$ cat src/rtl/arbiter_pkg.sv
`default_nettype none
// ============================================================================
// Module      : arbiter_pkg
// Description : Shared types and helpers for the round-robin arbiter.
// Revision    : 1.0 - initial release
// ============================================================================
package arbiter_pkg;

    localparam int c_onehot_w = 32;

    typedef enum logic [0:0] {
        IDLE  = 1'b0,
        GRANT = 1'b1
    } state_e;

    // Wide one-hot; callers cast the result down to their requester count.
    function automatic logic [c_onehot_w-1:0] onehot(input int unsigned idx);
        return c_onehot_w'(1) << idx;
    endfunction

endpackage
`default_nettype wire

$ cat src/rtl/priority_encoder.sv
`default_nettype none
// ============================================================================
// Module      : priority_encoder
// Description : Returns the highest set input index and a valid flag.
// Revision    : 1.0 - initial release
// ============================================================================
module priority_encoder #(
    parameter int NUM_INPUTS = 4
) (
    input  logic [NUM_INPUTS-1:0]         i_req,
    output logic [$clog2(NUM_INPUTS)-1:0] o_idx,
    output logic                          o_valid
);

    localparam int c_idx_w = $clog2(NUM_INPUTS);

    // Ascending scan so the last hit, the highest index, wins.
    always_comb begin
        o_idx   = '0;
        o_valid = 1'b0;
        for (int i = 0; i < NUM_INPUTS; i++) begin
            if (i_req[i]) begin
                o_idx   = c_idx_w'(i);
                o_valid = 1'b1;
            end
        end
    end

endmodule
`default_nettype wire

$ cat src/rtl/rr_arbiter.sv
`default_nettype none
// ============================================================================
// Module      : rr_arbiter
// Description : Round-robin arbiter with lock-until-release grants and a
//               bounded hold time under contention. NUM_REQ must be <= 32.
// Revision    : 1.0 - initial release
// ============================================================================
module rr_arbiter
    import arbiter_pkg::*;
#(
    parameter  int NUM_REQ  = 4,
    parameter  int MAX_HOLD = 4,
    localparam int IDX_W    = $clog2(NUM_REQ)
) (
    input  logic               clk,
    input  logic               rst_n,
    input  logic [NUM_REQ-1:0] req,
    output logic [NUM_REQ-1:0] gnt,
    output logic [IDX_W-1:0]   gnt_idx,
    output logic               gnt_valid
);

    localparam int                c_hold_w     = (MAX_HOLD > 0) ? $clog2(MAX_HOLD + 1) : 1;
    localparam logic [c_hold_w-1:0] c_hold_last = (MAX_HOLD > 0) ? c_hold_w'(MAX_HOLD - 1) : '0;
    localparam logic              c_preempt_en = (MAX_HOLD > 0);

    state_e               r_state;
    logic [NUM_REQ-1:0]   r_gnt;
    logic [IDX_W-1:0]     r_gnt_idx;
    logic                 r_gnt_valid;
    logic [IDX_W-1:0]     r_ptr;
    logic [c_hold_w-1:0]  r_hold_cnt;

    state_e               w_state_nxt;
    logic [NUM_REQ-1:0]   w_gnt_nxt;
    logic [IDX_W-1:0]     w_gnt_idx_nxt;
    logic                 w_gnt_valid_nxt;
    logic [IDX_W-1:0]     w_ptr_nxt;
    logic [c_hold_w-1:0]  w_hold_nxt;
    logic                 w_new_grant;
    logic                 w_go_idle;

    logic [NUM_REQ-1:0]   w_other;
    logic [NUM_REQ-1:0]   w_mask;
    logic [NUM_REQ-1:0]   w_masked;
    logic [IDX_W-1:0]     w_idx_masked;
    logic                 w_vld_masked;
    logic [IDX_W-1:0]     w_idx_full;
    logic                 w_vld_full;
    logic [IDX_W-1:0]     w_winner;

    // In IDLE r_gnt is zero, so this is simply req there.
    assign w_other = req & ~r_gnt;

    always_comb begin
        w_mask = '0;
        for (int i = 0; i < NUM_REQ; i++) begin
            w_mask[i] = (IDX_W'(i) < r_ptr);
        end
    end

    assign w_masked = w_other & w_mask;

    priority_encoder #(
        .NUM_INPUTS (NUM_REQ)
    ) u_pe_masked (
        .i_req   (w_masked),
        .o_idx   (w_idx_masked),
        .o_valid (w_vld_masked)
    );

    priority_encoder #(
        .NUM_INPUTS (NUM_REQ)
    ) u_pe_full (
        .i_req   (w_other),
        .o_idx   (w_idx_full),
        .o_valid (w_vld_full)
    );

    assign w_winner = w_vld_masked ? w_idx_masked : w_idx_full;

    always_comb begin
        w_state_nxt     = r_state;
        w_gnt_nxt       = r_gnt;
        w_gnt_idx_nxt   = r_gnt_idx;
        w_gnt_valid_nxt = r_gnt_valid;
        w_ptr_nxt       = r_ptr;
        w_hold_nxt      = r_hold_cnt;
        w_new_grant     = 1'b0;
        w_go_idle       = 1'b0;

        case (r_state)
            IDLE: begin
                if (w_vld_full) w_new_grant = 1'b1;
            end
            GRANT: begin
                // Release outranks preemption; the holder dropping its bit ends the grant.
                if (!req[r_gnt_idx]) begin
                    if (w_vld_full) w_new_grant = 1'b1;
                    else            w_go_idle   = 1'b1;
                end else if (c_preempt_en && (r_hold_cnt == c_hold_last) && w_vld_full) begin
                    w_new_grant = 1'b1;
                end else if (r_hold_cnt != c_hold_last) begin
                    w_hold_nxt = r_hold_cnt + 1'b1;
                end
            end
            default: w_go_idle = 1'b1;
        endcase

        if (w_new_grant) begin
            w_state_nxt     = GRANT;
            w_gnt_nxt       = NUM_REQ'(onehot(32'(w_winner)));
            w_gnt_idx_nxt   = w_winner;
            w_gnt_valid_nxt = 1'b1;
            w_ptr_nxt       = w_winner;
            w_hold_nxt      = '0;
        end else if (w_go_idle) begin
            w_state_nxt     = IDLE;
            w_gnt_nxt       = '0;
            w_gnt_idx_nxt   = '0;
            w_gnt_valid_nxt = 1'b0;
            w_hold_nxt      = '0;
        end
    end

    always_ff @(posedge clk or negedge rst_n) begin
        if (!rst_n) begin
            r_state     <= IDLE;
            r_gnt       <= '0;
            r_gnt_idx   <= '0;
            r_gnt_valid <= 1'b0;
            r_ptr       <= '0;
            r_hold_cnt  <= '0;
        end else begin
            r_state     <= w_state_nxt;
            r_gnt       <= w_gnt_nxt;
            r_gnt_idx   <= w_gnt_idx_nxt;
            r_gnt_valid <= w_gnt_valid_nxt;
            r_ptr       <= w_ptr_nxt;
            r_hold_cnt  <= w_hold_nxt;
        end
    end

    assign gnt       = r_gnt;
    assign gnt_idx   = r_gnt_idx;
    assign gnt_valid = r_gnt_valid;

endmodule
`default_nettype wire

$ cat config.mk
export PLATFORM = sky130hd
export DESIGN_NAME = rr_arbiter
export DESIGN_NICKNAME = d
export VERILOG_FILES = /design/src/rtl/arbiter_pkg.sv /design/src/rtl/priority_encoder.sv /design/src/rtl/rr_arbiter.sv
export SDC_FILE = /design/constraint.sdc
export NUM_CORES = 1
export LEC_CHECK = 0
export ABC_CLOCK_PERIOD_IN_PS = 1800
export CAP_MARGIN = 20
export CORE_ASPECT_RATIO = 1.1
export CORE_UTILIZATION = 30
export CTS_CLUSTER_DIAMETER = 100
export DETAILED_ROUTE_END_ITERATION = 10
export SLEW_MARGIN = 20
export SYNTH_ARGS = -nofsm -noshare
export SYNTH_HDL_FRONTEND = slang
export SYNTH_HIERARCHICAL = 1
export SYNTH_SLANG_ARGS = --single-unit
$ cat constraint.sdc
create_clock -name clk -period 1.8 [get_ports clk]
set_clock_uncertainty 0.1 [all_clocks]
set_input_delay 0.36 -clock clk [delete_from_list [all_inputs] [get_ports clk]]
set_output_delay 0.36 -clock clk [all_outputs]
set_load 0.02 [all_outputs]
* Word-level counts from Yosys, hierarchy flattened *
Index checks and enable logic that the tools add are counted.

word-level totals
  bits in registers = 12
  logic and storage cells = 61

operators by class
  add/sub/neg operators = 1
  magnitude comparators = 5
  eq/ne operators = 3
  shift operators = 1
  muxes and demuxes = 36
  bitwise operators = 4
  reductions and logical operators = 6

operators with widths
  operator                                                     count
  two-way mux 1 bit                                            19
  two-way mux 3 bit                                            6
  two-way mux 2 bit                                            7
  nonzero test 3 bit                                           3
  AND 4 bit                                                    2
  two-way mux 4 bit                                            2
  less-than comparator 1 x 2 -> 1 bit (first input constant)   2
  less-than comparator 2 bit (first input constant)            2
  NOT 4 bit                                                    1
  AND reduction 4 bit                                          1
  << shifter 1 x 2 -> 4 bit (first input constant)             1
  adder 3 x 1 -> 3 bit (second input constant)                 1
  equality test 3 x 2 -> 1 bit (second input constant)         1
  less-than comparator 2 x 3 -> 1 bit (second input constant)  1
  inequality test 3 x 2 -> 1 bit (second input constant)       1
  inequality test 3 bit (second input constant)                1
  binary-select mux 1 bit (select 2 bit)                       1
  one-hot mux 1 bit (2 select lines)                           1
  nonzero test 2 bit                                           1
  logical AND 1 bit                                            1
  NOT 1 bit                                                    1

* Depth between registers and ports, before layout *
Gate-level depths: netlist of run 1.

  depth after elaboration = 12
  depth in mapped cells = 7
  depth with buffers taken out = 7

* By module *
Netlist of run 1, hierarchy kept.

modules (own cells, without submodules)
  module            instances  cells each  area each (sq um)
  rr_arbiter        1          53          618.1
  priority_encoder  2          4           23.8

* Worst setup path before layout of run 1 *
No wires, ideal clock.

  path kind = flip-flop to flip-flop
  start point = register r_gnt[2], in the netlist gnt[2]
  end point = register r_ptr[0]
  arrival time = 1.905 ns
  required time = 1.575 ns
  path slack = -0.330 ns
  cell stages (with the launch flop) = 7
  buffers on the path = 0
  clock period less this slack = 2.130 ns
  path through = dfrtp_1 nor2b_1 and3_1 or2_1 or3_1 mux2_2 mux2_4

RTL lines
  item                            line                    text
  from (decl)                     rr_arbiter.sv:28        logic [NUM_REQ-1:0] r_gnt;
  from (signal assigned)          rr_arbiter.sv:136       r_gnt <= w_gnt_nxt;
  NOT 4 bit                       rr_arbiter.sv:53        assign w_other = req & ~r_gnt;
  AND 4 bit                       rr_arbiter.sv:53
  via w_other[2]                  rr_arbiter.sv:43        logic [NUM_REQ-1:0] w_other;
  AND 4 bit                       rr_arbiter.sv:62        assign w_masked = w_other & w_mask;
  via w_masked[2]                 rr_arbiter.sv:45        logic [NUM_REQ-1:0] w_masked;
  two-way mux 1 bit (2 in a row)  priority_encoder.sv:22  if (i_req[i]) begin
  via w_vld_masked                rr_arbiter.sv:47        logic w_vld_masked;
  two-way mux 2 bit               rr_arbiter.sv:80        assign w_winner = w_vld_masked ? w_idx_masked : w_idx_full;
  to (signal assigned)            rr_arbiter.sv:139       r_ptr <= w_ptr_nxt;
  to (decl)                       rr_arbiter.sv:31        logic [IDX_W-1:0] r_ptr;

The timed path passes the listed nets, and every way through them passes these cells.
A chain may end at the register's enable or synchronous reset.

* Worst setup path in the final report of run 1 *
Ends and elaborated chain as after synthesis.

==> results of run 1 <==
==> cell usage in the layout, fill, tap and decap left out <==
cell type	count
sky130_fd_sc_hd__a21o_1	2
sky130_fd_sc_hd__a21oi_1	1
sky130_fd_sc_hd__a21oi_2	1
sky130_fd_sc_hd__a21oi_4	1
sky130_fd_sc_hd__a22o_1	3
sky130_fd_sc_hd__a22o_4	1
sky130_fd_sc_hd__a31oi_4	1
sky130_fd_sc_hd__a32o_1	2
sky130_fd_sc_hd__and2_4	1
sky130_fd_sc_hd__and3_4	1
sky130_fd_sc_hd__buf_4	16
sky130_fd_sc_hd__clkbuf_4	3
sky130_fd_sc_hd__clkbuf_8	1
sky130_fd_sc_hd__clkdlybuf4s15_1	1
sky130_fd_sc_hd__clkdlybuf4s50_1	4
sky130_fd_sc_hd__conb_1	2
sky130_fd_sc_hd__dfrtp_1	8
sky130_fd_sc_hd__dfrtp_2	4
sky130_fd_sc_hd__dlygate4sd2_1	6
sky130_fd_sc_hd__dlymetal6s2s_1	1
sky130_fd_sc_hd__ha_1	2
sky130_fd_sc_hd__inv_1	5
sky130_fd_sc_hd__inv_4	1
sky130_fd_sc_hd__mux2_2	1
sky130_fd_sc_hd__mux2_4	3
sky130_fd_sc_hd__mux2i_2	1
sky130_fd_sc_hd__mux4_2	1
sky130_fd_sc_hd__nand2_1	3
sky130_fd_sc_hd__nand3_1	1
sky130_fd_sc_hd__nor2_1	2
sky130_fd_sc_hd__nor2_4	1
sky130_fd_sc_hd__nor2b_1	2
sky130_fd_sc_hd__nor2b_2	1
sky130_fd_sc_hd__nor2b_4	2
sky130_fd_sc_hd__o21a_1	1
sky130_fd_sc_hd__o21ai_1	1
sky130_fd_sc_hd__o22a_2	1
sky130_fd_sc_hd__o22ai_1	1
sky130_fd_sc_hd__or2_1	2
sky130_fd_sc_hd__or3_4	2
==> repair_timing <==
action                     in CTS  in global routing
buffers inserted                2                  0
pin swaps                       6                  2
setup endpoints to repair      15                 12
gates resized for setup        20                  4
==> cells by family (layout without fill, tap and decap cells) <==
group                    Yosys count  count (layout)  share of synthesized area
buffers and inverters              6              38                     0.0338
multiplexers                       6               6                      0.128
flip-flops                        12              12                      0.451
adder cells (fa/ha/maj)            2               2                     0.0376
other                              1               2                    0.00563
AO/OA/AOI/OAI                     16              16                      0.199
AND/OR/NAND/NOR                   18              18                      0.145
==> cell type report <==
| class | instances | area share |
|---|---|---|
| multi-input cells | 44 | 0.399 |
| well taps | 28 | 0.0331 |
| inverters | 6 | 0.0236 |
| flip-flops and latches | 12 | 0.288 |
| clock buffers | 4 | 0.0342 |
| repair buffers | 28 | 0.222 |
==> worst paths after layout <==
check | start | endpoint | slack (ns) | cells after the start
setup / recovery | gnt[2] | r_ptr[0] | -0.20 | 6
hold / removal | rst_n | r_hold_cnt[0] | 0.28 | 2
setup reg to reg | gnt[2] | r_ptr[0] | -0.20 | 6
hold reg to reg | r_hold_cnt[0] | r_hold_cnt[0] | 0.39 | 1
max in group asynchronous | rst_n | gnt_idx[0] | 1.16 | 2
min in group clk | r_hold_cnt[0] | r_hold_cnt[0] | 0.39 | 1
==> layer usage <==
layer  track usage  share of wire  up-vias
met4        0.0714         0.0062        0
met5             0              0        -
met1         0.236           0.48      263
met2         0.222           0.47       15
li1              -              -      283
met3        0.0212          0.044        2
==> registers in the layout (all words and copies together), names as in the netlist <==
name        count
gnt             4
r_hold_cnt      3
gnt_idx         2
r_ptr           2
gnt_valid       1
==> critical path: cells and delay by family, from the launching register on <==
family / cells / cell delay (ns)
AND/OR/NAND/NOR: 4 / 0.79
multiplexers: 2 / 0.61
flip-flops: 1 / 0.39
==> stage by stage <==
step                instances   util  setup TNS (ns)  setup WS, ns
global route              122  0.519           -1.73        -0.249
detailed placement        116  0.467           -7.46        -0.766
floorplan                  62      -         -0.0208       -0.0208
finish                    122  0.519           -1.30        -0.195
global placement          116  0.467           -7.06        -0.724
CTS                       122  0.509           -1.18        -0.180
==> power by group through the flow <==
stage,clock network [W],registers (W),logic (W)
after floorplan,0,0.000552,0.000511
after global placement,0,0.000479,0.000985
after detailed placement,0,0.000479,0.000990
after CTS,0.000229,0.000483,0.00105
after global routing,0.000240,0.000502,0.00115
final,0.000217,0.000486,0.00107
==> results.md, run 1 <==
Status:
- The flow ran to the end, but the final reports show violations.
- The final reports fail on setup timing.

Synthesis:
- After synthesis, the cell types taking the most area are sky130_fd_sc_hd__dfrtp_1, sky130_fd_sc_hd__nor2b_1, sky130_fd_sc_hd__mux2_4.
- The share of the Yosys chip area taken by registers is 0.451.
- The average instance in the mapped netlist occupies 10.9 um2.
- The Yosys step of the flow raised 6 warnings.
- Counting flops with a built-in enable in the synthesized netlist gives 0.
- The largest total area in the synthesized netlist belongs to sky130_fd_sc_hd__dfrtp_1.
- The cell area after technology mapping is 666 um2.
- The synthesis-stage register bit count is 12.
- The async set-or-reset flop fraction in the synthesized netlist is 1.00.
- The leading cell type by number of instances after synthesis is sky130_fd_sc_hd__dfrtp_1.
- The commonest cells after synthesis are sky130_fd_sc_hd__dfrtp_1, sky130_fd_sc_hd__inv_1, sky130_fd_sc_hd__nor2b_1.
- For this run, the leading register cell type out of synthesis is sky130_fd_sc_hd__dfrtp_1.
- Yosys mapped the design onto 27 distinct sky130hd cell types.
- Counting every instance in the synthesized netlist gives 61.
- Of the post-synthesis cell area, the dominant cell type holds 0.451.

Clock tree:
- The source-to-sink clock delay at the later pin of the worst-skew pair is 0.27 ns.
- Clock-pin slew was measured on the worst setup and hold paths at 0.08 ns.
- The root buffer cell is sky130_fd_sc_hd__clkbuf_4.
- The number of clock buffers added by TritonCTS is 3.
- The number of hold-repair buffers added at the cts stage is 0.
- The clock net sink count is 12.
- The total number of H-tree levels is 1.
- The largest buffer count on any clock path is 2.
- The clock tree from TritonCTS is built.

Setup path:
- The critical path endpoint category is a flop.
- The data arrival time of the critical path is 2.06 ns.
- The cell that appears most often on the critical path is sky130_fd_sc_hd__mux2_4.
- In this run the worst path has a maximum fanout of 6.
- STA classifies the critical path startpoint as a flop.
- STA puts the critical path data required time at 1.86 ns.
- The type of the worst setup path is reg2reg.
- On the worst path, the slowest cell contributes a delay of 0.39 ns.
- The largest individual stage delay along the critical path comes from the cell sky130_fd_sc_hd__dfrtp_2.
- The critical path goes through nor2b_4 -> and3_4 -> or2_1 -> or3_4 -> mux2_4 -> mux2_4.

Detailed routing:
- After detailed routing, the total wire length is 1.61 mm.
- The via-per-instance ratio is 4.61.
- The mean routed wirelength per cell is 13.2 um.
- The pre-antenna-repair detailed-routing pass consisted of 4 iterations.
- The final routed DRC violation total is 0.
- For this block, the via count after detailed routing is 563.
- The detailed router finished its first iteration with 3 violations.
- The number of nets with antenna violations after detailed routing is 0.

Power and ir drop:
- The analysis attributes to net switching a power of 0.000676 W.
- Of the total power, the clock network draws 0.122.
- The internal power of the cells is 0.00110 W.
- IR analysis of the VDD net gives a maximum drop of 0.963 mV.
- For this design the static power due to leakage is 0.501 nW.
- For this design the ratio of total power to cell area is 1670 nW/um2.
- The switching portion of total power is 0.381.
- The share of total power dissipated in combinational logic is 0.603.
- The portion of total power attributed to sequential cells is 0.274.
- The total chip power is 0.00177 W.

Placement:
- The placed instances occupy a cell area of 953 um2.
- The HPWL after detailed placement is 1.14 mm.
- Routability-driven placement finished with a final weighted congestion of 0.846.
- The number of port buffers is 12.

Timing:
- The maximum operating frequency is 0.501 GHz.
- The final-layout worst hold slack is 0.276 ns.
- The post-route clock period utilization is 1.11.
- The hold violation count in the final report is 0.
- The slack of the critical path is -0.195 ns.
- Counting I/O delays and the setup requirement, the final critical path takes 2.00 ns.
- Setup repair after global routing could not meet its margin everywhere.
- Setup violations remaining at the end of the flow were counted as 8.
- The count of final max-slew check failures is 0.

Final layout:
- The post-layout net count is 103.
- In the final layout, the share of cells above drive strength 1 is 0.468.
- 0 antenna diodes ended up in the layout.
- The multi-input combinational cell area is 423 um2.
- Summing all flip-flop and latch instances after layout gives 305 um2.
- After routing the design area is 1060 um2.
- The layout filler cell count is 206.
- The area added between synthesis and finish is 59.2%.

Global routing:
- The initial antenna violation count is 0.
- Across every metal layer, demand over resource in global routing totals 0.158.
- For this run the aggregate overflow at the end of global routing stands at 0.
- The first-pass GRT wire length is 2.58 mm.
- The number of global-route vias before repair came to 565.
- Entering global routing, the biggest net connects 13 pins.

Job:
- Across the run, the number of max-cap violations was 0.

Die:
- Measured along the y axis, the die boundary spans 51.4 um.
- The floorplan has 17 rows.
- During I/O placement, the number of pins put on the boundary was 13.
- The floorplan core area is 2040 um2.
- The die area is 2410 um2.
- The die is 46.9 um wide.
- For this configuration, the core starts out at a cell density of 0.326.

Hold path:
- The path class of the tightest hold or removal check is in2async.
No activity file was read; power rests on OpenSTA's default activity.
==> inputs of run 2 (changes only) <==
Settings changed: ABC_CLOCK_PERIOD_IN_PS 1800 to 1650.
Clock period 1.8 ns to 1.65 ns, I/O delays scaled along.
==> results.md, run 2 (synthesis results as in run 1) <==
Detailed routing:
- The number of nets with antenna violations after detailed routing is 0 (unchanged).
- The final routed DRC violation total is 0 (unchanged).
- The detailed router's first-iteration violation count is 10 (was 3).
- The via-per-instance ratio is 4.82 (was 4.61).
- The mean routed wirelength per cell is 13.5 um (was 13.2 um).
- The routed length on met3 is 62 um (was 71 um).
- The highest metal layer used by the detailed router is met4 (unchanged).
- The amount of wire on met2 after detailed routing was 944 um (was 751 um).
- The final routed wirelength across all metal layers is 1.78 mm (was 1.61 mm).
- The routed metal-1 wirelength was 760 um (was 772 um).
- The routed via count came to 636 (was 563).
- The number of iterations in the first detailed-routing pass is 4 (unchanged).

Setup path:
- The type of the worst setup path is reg2reg (unchanged).
- The flop-to-flop setup slack was -0.37 ns (was -0.20 ns).
- The data arrival time of the critical path is 2.10 ns (was 2.06 ns).
- The highest fanout seen on the critical path is 6 (unchanged).
- The beginning of the worst register-to-register path is r_ptr[1] (was gnt[2]).
- The worst reg-to-reg path cell count came to 5 (was 6).
- The required time of the worst setup path is 1.72 ns (was 1.86 ns).
- The critical path endpoint category is a flop (unchanged).
- The nature of the critical path startpoint was a flop (unchanged).
- The endpoint of the worst-slack reg-to-reg timing path is r_ptr[0] (unchanged).

Placement:
- The HPWL after detailed placement is 1.25 mm (was 1.14 mm).
- The number of port buffers is 12 (unchanged).
- The cell total after placement is 121 (was 116).
- The final weighted congestion of routability-driven global placement was 0.836 (was 0.846).

Final layout:
- The layout filler cell count is 183 (was 206).
- The flip-flop count of the largest register, all copies and words added is 4 (unchanged).
- The antenna diode count came to 0 (unchanged).
- The number of standard cells in the final layout excluding fillers is 132 (was 122).
- The area added between synthesis and finish came to 73.5% (was 59.2%).
- The most common cell after layout, fill and taps aside is sky130_fd_sc_hd__buf_4 (unchanged).
- Most frequent cells in the layout: sky130_fd_sc_hd__buf_4, sky130_fd_sc_hd__dlygate4sd2_1, sky130_fd_sc_hd__dfrtp_1 (was sky130_fd_sc_hd__buf_4, sky130_fd_sc_hd__dfrtp_1, sky130_fd_sc_hd__dlygate4sd2_1).
- The fraction of layout cells with a size suffix above 1 came to 0.538 (was 0.468).
- The post-layout net count is 113 (was 103).

Power and ir drop:
- The standby leakage power is 0.563 nW (was 0.501 nW).
- The power density of the placed cells is 1830 nW/um2 (was 1670 nW/um2).
- The peak ir drop on the vdd network is 1.08 mV (was 0.963 mV).
- The total chip power is 0.00211 W (was 0.00177 W).

Clock tree:
- The CTS clock-pin slew for the worst setup and hold paths is 0.09 ns (was 0.08 ns).
- The clock net sink count is 12 (unchanged).
- The root buffer cell was sky130_fd_sc_hd__clkbuf_4 (unchanged).
- The number of CTS-inserted buffers was 3 (unchanged).
- The clock tree from TritonCTS is built (unchanged).
- The source-to-sink clock delay at the later pin of the worst-skew pair is 0.28 ns (was 0.27 ns).
- The number of hold-repair buffers added at the cts stage came to 0 (unchanged).
- The total number of H-tree levels is 1 (unchanged).
- The largest buffer count on any clock path came to 2 (unchanged).

Timing:
- The final number of setup-violating endpoints is 11 (was 8).
- Unrepaired setup endpoints after global routing: yes (unchanged).
- The post-route clock period utilization was 1.23 (was 1.11).
- The final-layout worst hold slack is 0.243 ns (was 0.276 ns).
- The minimum period implied by the final worst setup slack is 2.02 ns (was 2.00 ns).
- The maximum operating frequency was 0.494 GHz (was 0.501 GHz).
- The hold violation count in the final report is 0 (unchanged).
- The count of final max-slew check failures is 0 (unchanged).
- The slack of the critical path is -0.374 ns (was -0.195 ns).

Die:
- The starting density of the core was 0.326 (unchanged).
- The number of I/O pins was 13 (unchanged).
- The die boundary width was 46.9 um (unchanged).
- The floorplan die height is 51.4 um (unchanged).
- The die area is 2410 um2 (unchanged).
- The floorplan core area is 2040 um2 (unchanged).
- The number of placement rows was 17 (unchanged).

Global routing:
- The maximum number of pins on one net before global-route repair is 13 (unchanged).
- The total routing usage reported by global routing was 0.181 (was 0.158).
- The total grt overflow is 0 (unchanged).
- The initial antenna violation count is 0 (unchanged).
- The number of global-route vias before repair was 676 (was 565).
- The first-pass GRT wire length is 3.04 mm (was 2.58 mm).

Status:
- Failing checks: setup timing (unchanged).
- Status: finished, violations left (unchanged).

Job:
- The number of maximum-capacitance constraint violations is 0 (unchanged).

Hold path:
- The type of the worst min-delay path is in2async (unchanged).
run 2: per-stage QoR:
stage	setup WS, ns	TNS [ns]	instance area [um2]	util
finish	-0.374	-2.84	1150	0.566
global route	-0.397	-3.22	1150	0.566
CTS	-0.335	-2.72	1120	0.548
detailed placement	-0.914	-8.91	986	0.483
global placement	-0.869	-8.63	986	0.483
floorplan	-0.173	-1.01	688	-
run 2: worst max path at each step:
stage                   from          to  slack (ns)  cells after the start
floorplan             gnt[1]    r_ptr[0]       -0.17                      5
global placement      req[2]    r_ptr[0]       -0.87                      7
detailed placement    req[2]  gnt_idx[0]       -0.91                      7
CTS                 r_ptr[1]    r_ptr[0]       -0.33                      5
global route        r_ptr[1]    r_ptr[0]       -0.40                      5
finish              r_ptr[1]    r_ptr[0]       -0.37                      5
run 2: worst max-delay path, cell delays in order, from the launching register on:
cell	delay, ns
sky130_fd_sc_hd__dfrtp_1	0.41
sky130_fd_sc_hd__and3_4	0.19
sky130_fd_sc_hd__or2_1	0.24
sky130_fd_sc_hd__or3_4	0.36
sky130_fd_sc_hd__mux2_4	0.36
sky130_fd_sc_hd__mux2_4	0.26
run 2: area by class of cell:
type	instances	area [um2]	share of cell area
Inverter	6	25.0	0.0217
Sequential cell	12	305	0.264
Clock buffer	4	36.3	0.0314
Timing Repair Buffer	38	310	0.269
Multi-Input combinational cell	44	443	0.384
Tap cell	28	35.0	0.0303
run 2: per-layer routing:
| metal | up-vias | GRT usage |
|---|---|---|
| met2 | 15 | 0.308 |
| met4 | 0 | 0.0857 |
| met1 | 310 | 0.220 |
| li1 | 309 | - |
| met5 | - | 0 |
| met3 | 2 | 0.0212 |
run 2: power by group:
| group | total (W) | switching (W) | internal [W] | leakage (nW) |
|---|---|---|---|---|
| clock | 0.000246 | 0.000112 | 0.000134 | 0.0210 |
| sequential | 0.000520 | 0.0000911 | 0.000429 | 0.142 |
| combinational | 0.00134 | 0.000605 | 0.000738 | 0.400 |
| total | 0.00211 | 0.000808 | 0.00130 | 0.563 |
run 2: timing repair:
| item | in CTS | in global routing |
|---|---|---|
| setup endpoints to repair | 19 | 13 |
| pin swaps | 13 | 3 |
| buffers inserted | 5 | 2 |
| endpoints found under the hold margin | 0 | 0 |
| gates resized for setup | 29 | 6 |
